[config.mk]
export PLATFORM = sky130hd
export DESIGN_NAME = mem_responder
export DESIGN_NICKNAME = d
export VERILOG_FILES = /design/src/rtl/mem_responder.sv
export SDC_FILE = /design/constraint.sdc
export NUM_CORES = 1
export LEC_CHECK = 0
export CORE_ASPECT_RATIO = 1.5
export CORE_MARGIN = 2
export CORE_UTILIZATION = 55
export CTS_CLUSTER_DIAMETER = 30
export CTS_CLUSTER_SIZE = 20
export DETAILED_ROUTE_END_ITERATION = 8
export PLACE_DENSITY = 0.75
export SLEW_MARGIN = 15
export SYNTH_ARGS = -nofsm -noshare
export SYNTH_HDL_FRONTEND = slang
export SYNTH_SLANG_ARGS = --single-unit
[constraint.sdc]
create_clock -name clk -period 2.27 [get_ports clk]
set_input_delay 0.454 -clock clk [delete_from_list [all_inputs] [get_ports clk]]
set_output_delay 0.454 -clock clk [all_outputs]
set_load 0.005 [all_outputs]
[src/rtl/mem_responder.sv]
// Register-file memory responder for the accumulator bus: fixed-latency reads, writes,
// and sticky protocol-error flags. Define MEM_INIT_EN to load mem[i] = i+1 on reset.
module mem_responder #(
  parameter int unsigned READ_LAT = 2,
  parameter int unsigned ADDR_W   = 5,
  parameter int unsigned DATA_W   = 16
) (
  input  logic              clk,
  input  logic              reset,
  input  logic [ADDR_W-1:0] address,
  input  logic              rden,
  input  logic              wren,
  input  logic [DATA_W-1:0] data,
  output logic [DATA_W-1:0] q,
  output logic              q_valid,
  output logic [2:0]        err,
  input  logic              err_clr,
  output logic [5:0]        wr_count
);

  localparam int unsigned Depth = 1 << ADDR_W;
  localparam logic [2:0] LatCnt = 3'(READ_LAT);

  logic [DATA_W-1:0] mem_q [Depth];

  logic [DATA_W-1:0] pipe_data_q [READ_LAT];
  logic [DATA_W-1:0] pipe_data_d [READ_LAT];
  logic [READ_LAT-1:0] pipe_vld_q, pipe_vld_d;
  logic [DATA_W-1:0] q_q, q_d;
  logic              q_valid_q, q_valid_d;
  logic [2:0]        err_q, err_d;
  logic [5:0]        wr_count_q, wr_count_d;
  logic [2:0]        burst_q, burst_d;
  logic              prev_wren_q, prev_wren_d;
  logic [ADDR_W-1:0] prev_addr_q, prev_addr_d;

  logic rd_launch;
  logic addr_jump;
  logic conflict;
  logic short_burst;

  assign rd_launch   = rden & ~wren;
  assign conflict    = rden & wren;
  assign addr_jump   = wren & prev_wren_q & (address != prev_addr_q);
  // A burst ends on the first edge with rden low; a saturated count means it was long enough.
  assign short_burst = ~rden & (burst_q != 3'd0) & (burst_q < LatCnt);

  always_comb begin
    pipe_data_d = pipe_data_q;
    pipe_vld_d  = '0;
    pipe_data_d[0] = rd_launch ? mem_q[address] : pipe_data_q[0];
    pipe_vld_d[0]  = rd_launch;
    for (int unsigned i = 1; i < READ_LAT; i++) begin
      pipe_data_d[i] = pipe_data_q[i-1];
      pipe_vld_d[i]  = pipe_vld_q[i-1];
    end

    q_valid_d = pipe_vld_q[READ_LAT-1];
    q_d       = q_valid_d ? pipe_data_q[READ_LAT-1] : q_q;

    if (rden) begin
      burst_d = (burst_q == LatCnt) ? burst_q : burst_q + 3'd1;
    end else begin
      burst_d = 3'd0;
    end

    // Set wins over clear on the same edge.
    err_d = (err_clr ? 3'b000 : err_q) | {short_burst, conflict, addr_jump};

    wr_count_d  = wren ? wr_count_q + 6'd1 : wr_count_q;
    prev_wren_d = wren;
    prev_addr_d = address;
  end

  always_ff @(posedge clk or posedge reset) begin
    if (reset) begin
      for (int unsigned i = 0; i < READ_LAT; i++) begin
        pipe_data_q[i] <= '0;
      end
      pipe_vld_q  <= '0;
      q_q         <= '0;
      q_valid_q   <= 1'b0;
      err_q       <= 3'b000;
      wr_count_q  <= 6'd0;
      burst_q     <= 3'd0;
      prev_wren_q <= 1'b0;
      prev_addr_q <= '0;
    end else begin
      pipe_data_q <= pipe_data_d;
      pipe_vld_q  <= pipe_vld_d;
      q_q         <= q_d;
      q_valid_q   <= q_valid_d;
      err_q       <= err_d;
      wr_count_q  <= wr_count_d;
      burst_q     <= burst_d;
      prev_wren_q <= prev_wren_d;
      prev_addr_q <= prev_addr_d;
    end
  end

`ifdef MEM_INIT_EN
  always_ff @(posedge clk or posedge reset) begin
    if (reset) begin
      for (int unsigned i = 0; i < Depth; i++) begin
        mem_q[i] <= DATA_W'(i + 1);
      end
    end else if (wren) begin
      mem_q[address] <= data;
    end
  end
`else
  // No reset on the array so it can map onto a RAM macro.
  always_ff @(posedge clk) begin
    if (wren) begin
      mem_q[address] <= data;
    end
  end
`endif

  assign q        = q_q;
  assign q_valid  = q_valid_q;
  assign err      = err_q;
  assign wr_count = wr_count_q;

endmodule
==> impl_metrics.py <==
metrics = {
    "global_route": {
        "grt_max_degree": 70,
        "grt_pass1_wl_um": 78200,
        "antenna_found_initial": 0,
        "grt_pass1_vias": 12054,
        "grt.overflow.total": 0,
        "grt_util_all_layers_pct": 25.9,
    },
    "min_path": {
        "hp-class": "in -> async",
    },
    "synthesis": {
        "synth_ff_type": "edfxtp_1",
        "syn_avg_cell_area_um2": 20.5,
        "synth.ff_latch_count": 581,
        "synth_edf_count": 512,
        "ys_types": 46,
        "yosys_warnings": 0,
        "yosysSeqAreaShare_pct": 77.2,
        "synth_area_um2": 22200,
        "postSynthCellCount": 1083,
        "syn-num-nets": 1113,
        "ys_async_sr_fraction_pct": 11.9,
    },
    "setup_path": {
        "crit_arrival_ps": 1540,
        "cp.required_ps": 1820,
        "path_delay_family": "buffers and inverters",
        "path_max_fanout": 4,
        "cp_slowest_cell": "clkdlybuf4s50_1",
        "end_kind": "output pin",
        "setup.worst_path.class": "reg -> out",
        "cp_num_buf_inv": 1,
        "start_kind": "register",
        "slowest_delay_ps": 560,
        "crit_path_cell_trace": "clkdlybuf4s50_1",
    },
    "timing": {
        "skew_ps": 14.4,
        "post-route-period-util_pct": 87.8,
        "timing.fmax_ghz": 0.502,
        "slew_headroom_pct": 56.8,
        "setup-tns-final_ps": 0,
        "drv_slew": 0,
        "tightest_slew_ps": 647,
        "min_period_ps": 1990,
        "final_hold_viol_count": 0,
        "setup_viol": 0,
        "grt_setup_unrepaired": "no",
    },
    "floorplan": {
        "die-width_um": 168,
        "start_util_pct": 55.4,
        "io_pins": 52,
        "die_h_um": 250,
        "coreArea_um2": 40000,
        "rows": 90,
        "dieArea_um2": 42000,
    },
    "final_layout": {
        "final_area_um2": 27300,
        "multiInputGateArea_um2": 4910,
        "nFillCells": 2340,
        "final_nets": 1325,
        "area_growth_pct": 23.2,
        "seqCellArea_um2": 17100,
        "final-instance-count-excl-fill": 1858,
        "antenna_cells": 0,
        "drive_gt1_share_pct": 32.0,
    },
    "routing": {
        "ant_nets": 0,
        "wl_per_cell_um": 28.1,
        "drt-total-wl_um": 52300,
        "num_vias": 11582,
        "drt_iter0_drc": 1210,
        "drt-pass1-iter-count": 5,
        "vias_per_cell": 6.23,
        "drc": 0,
    },
    "cts": {
        "cts_buffers": 69,
        "cts.path.max_buffers": 3,
        "ctsHoldBuffers": 0,
        "postCtsSetupBuffers": 0,
        "clock-sinks": 581,
        "root_buffer": "clkbuf_16",
        "htreeDepth": 3,
        "cts-resized-gates": 0,
        "clk_pin_slew_ps": 60,
        "cts_tree": "done",
        "clock_latency_ps": 580,
    },
    "status": {
        "status": "completed",
    },
    "placement": {
        "placed_cells": 1730,
        "dpl.hpwl_um": 31900,
        "placed_area_um2": 24900,
        "port_buffers": 51,
        "gp_routability_congestion": 0.905,
    },
    "power_and_ir_drop": {
        "peakVddDrop_uv": 575,
        "p_leak_nw": 9.28,
        "cellPowerDensity_nw_per_um2": 926,
    },
    "flow_run": {
        "drv_cap": 0,
    },
}
## stage by stage
| stage | setup slack [ps] | hold slack (ps) | utilization (%) | power, W |
|---|---|---|---|---|
| 6_report | 276 | 286 | 68.3 | 0.0253 |
| 5_1_grt | 219 | 329 | 68.3 | 0.0260 |
| 4_1_cts | 242 | 280 | 68.3 | 0.0254 |
| 3_5_place_dp | -188 | 339 | 62.4 | 0.0143 |
| 3_3_place_gp | -188 | 333 | 62.4 | 0.0143 |
| 2_1_floorplan | -83.5 | 331 | - | 0.0133 |
## cell usage after synthesis (3+ instances only)
cell	n	share of area [%]
buf_6	8	0.41
nor2_1	43	0.73
a21oi_1	3	0.068
and2_1	3	0.085
o22ai_1	13	0.37
nand3b_1	6	0.20
xor2_1	4	0.16
mux4_2	94	9.6
mux2i_1	77	3.5
ha_1	4	0.23
nand2_1	24	0.41
o22a_1	13	0.51
inv_1	5	0.085
clkbuf_1	16	0.27
edfxtp_1	512	69
nand3_1	28	0.63
dfrtp_1	69	7.8
o21ai_0	7	0.16
buf_1	6	0.10
xnor2_1	7	0.28
nand4_1	8	0.23
buf_4	4	0.14
buf_2	24	0.54
a22oi_1	41	1.4
mux4_1	3	0.36
mux2_2	24	1.2
nand2b_1	4	0.11
nor2b_1	10	0.28
## layer usage
metal  vias to the layer above  global-route usage (%)  part of all wire (%)
met3                       128                    4.22                   7.4
met1                      5957                    32.3                    36
met5                         -                       0                     0
li1                       4864                       -                     -
met4                         0                    14.4                   5.7
met2                       633                    43.5                    51
## cells in the final DEF, fill, tap and decap left out, drive strengths merged, types with 20 or more instances in the layout
cell / synthesis / routed
inv: 5 / 26
mux4: 97 / 97
clkdlybuf4s50: 0 / 47
mux2i: 77 / 77
dfrtp: 69 / 69
mux2: 24 / 24
nor2: 43 / 43
nand2: 24 / 24
nand3: 28 / 28
edfxtp: 512 / 512
a22oi: 41 / 41
clkinv: 0 / 20
buf: 43 / 153
clkbuf: 17 / 78
## cell families (layout without fill, tap and decap cells)
family	after synthesis	count (layout)	share of synthesized area [%]
buffers and inverters	65	334	1.67
XOR/XNOR	11	11	0.435
AO/OA/AOI/OAI	92	92	3.05
adder cells (fa/ha/maj)	4	4	0.226
multiplexers	198	198	14.6
flip-flops	581	581	77.2
AND/OR/NAND/NOR	132	132	2.86
## report_power, final
| group | internal [W] | switching [W] |
|---|---|---|
| clock network | 0.00655 | 0.00462 |
| logic | 0.000953 | 0.000945 |
| registers | 0.0120 | 0.000222 |
## flip-flops by register name (all words and copies together) (netlist names)
signal / count
burst_q: 3
prev_addr_q: 5
prev_wren_q: 1
pipe_vld_q: 2
q_valid: 1
wr_count: 6
pipe_data_d: 16
q: 16
pipe_data_q: 16
mem_q: 512
err: 3
## worst paths after layout
check                              start               to  slack (ps)  cells after the start
hold reg to reg            pipe_vld_q[0]    pipe_vld_q[1]         350                      0
hold / removal                     reset             q[5]         290                      3
min in group clk           pipe_vld_q[0]    pipe_vld_q[1]         350                      0
setup reg to reg           mem_q[23][13]  pipe_data_d[13]         290                      4
max in group asynchronous          reset            q[14]        1680                      3
setup / recovery             wr_count[2]      wr_count[2]         280                      1
## cell type report
class                           count  share of cell area, %
Sequential cell                   581                   62.6
Clock inverter                     51                   1.91
Timing Repair Buffer              201                   8.35
Multi-Input combinational cell    437                   18.0
Inverter                            5                 0.0687
Clock buffer                       77                   6.78
Tap cell                          506                   2.32
(Power assumes the default switching activity.)
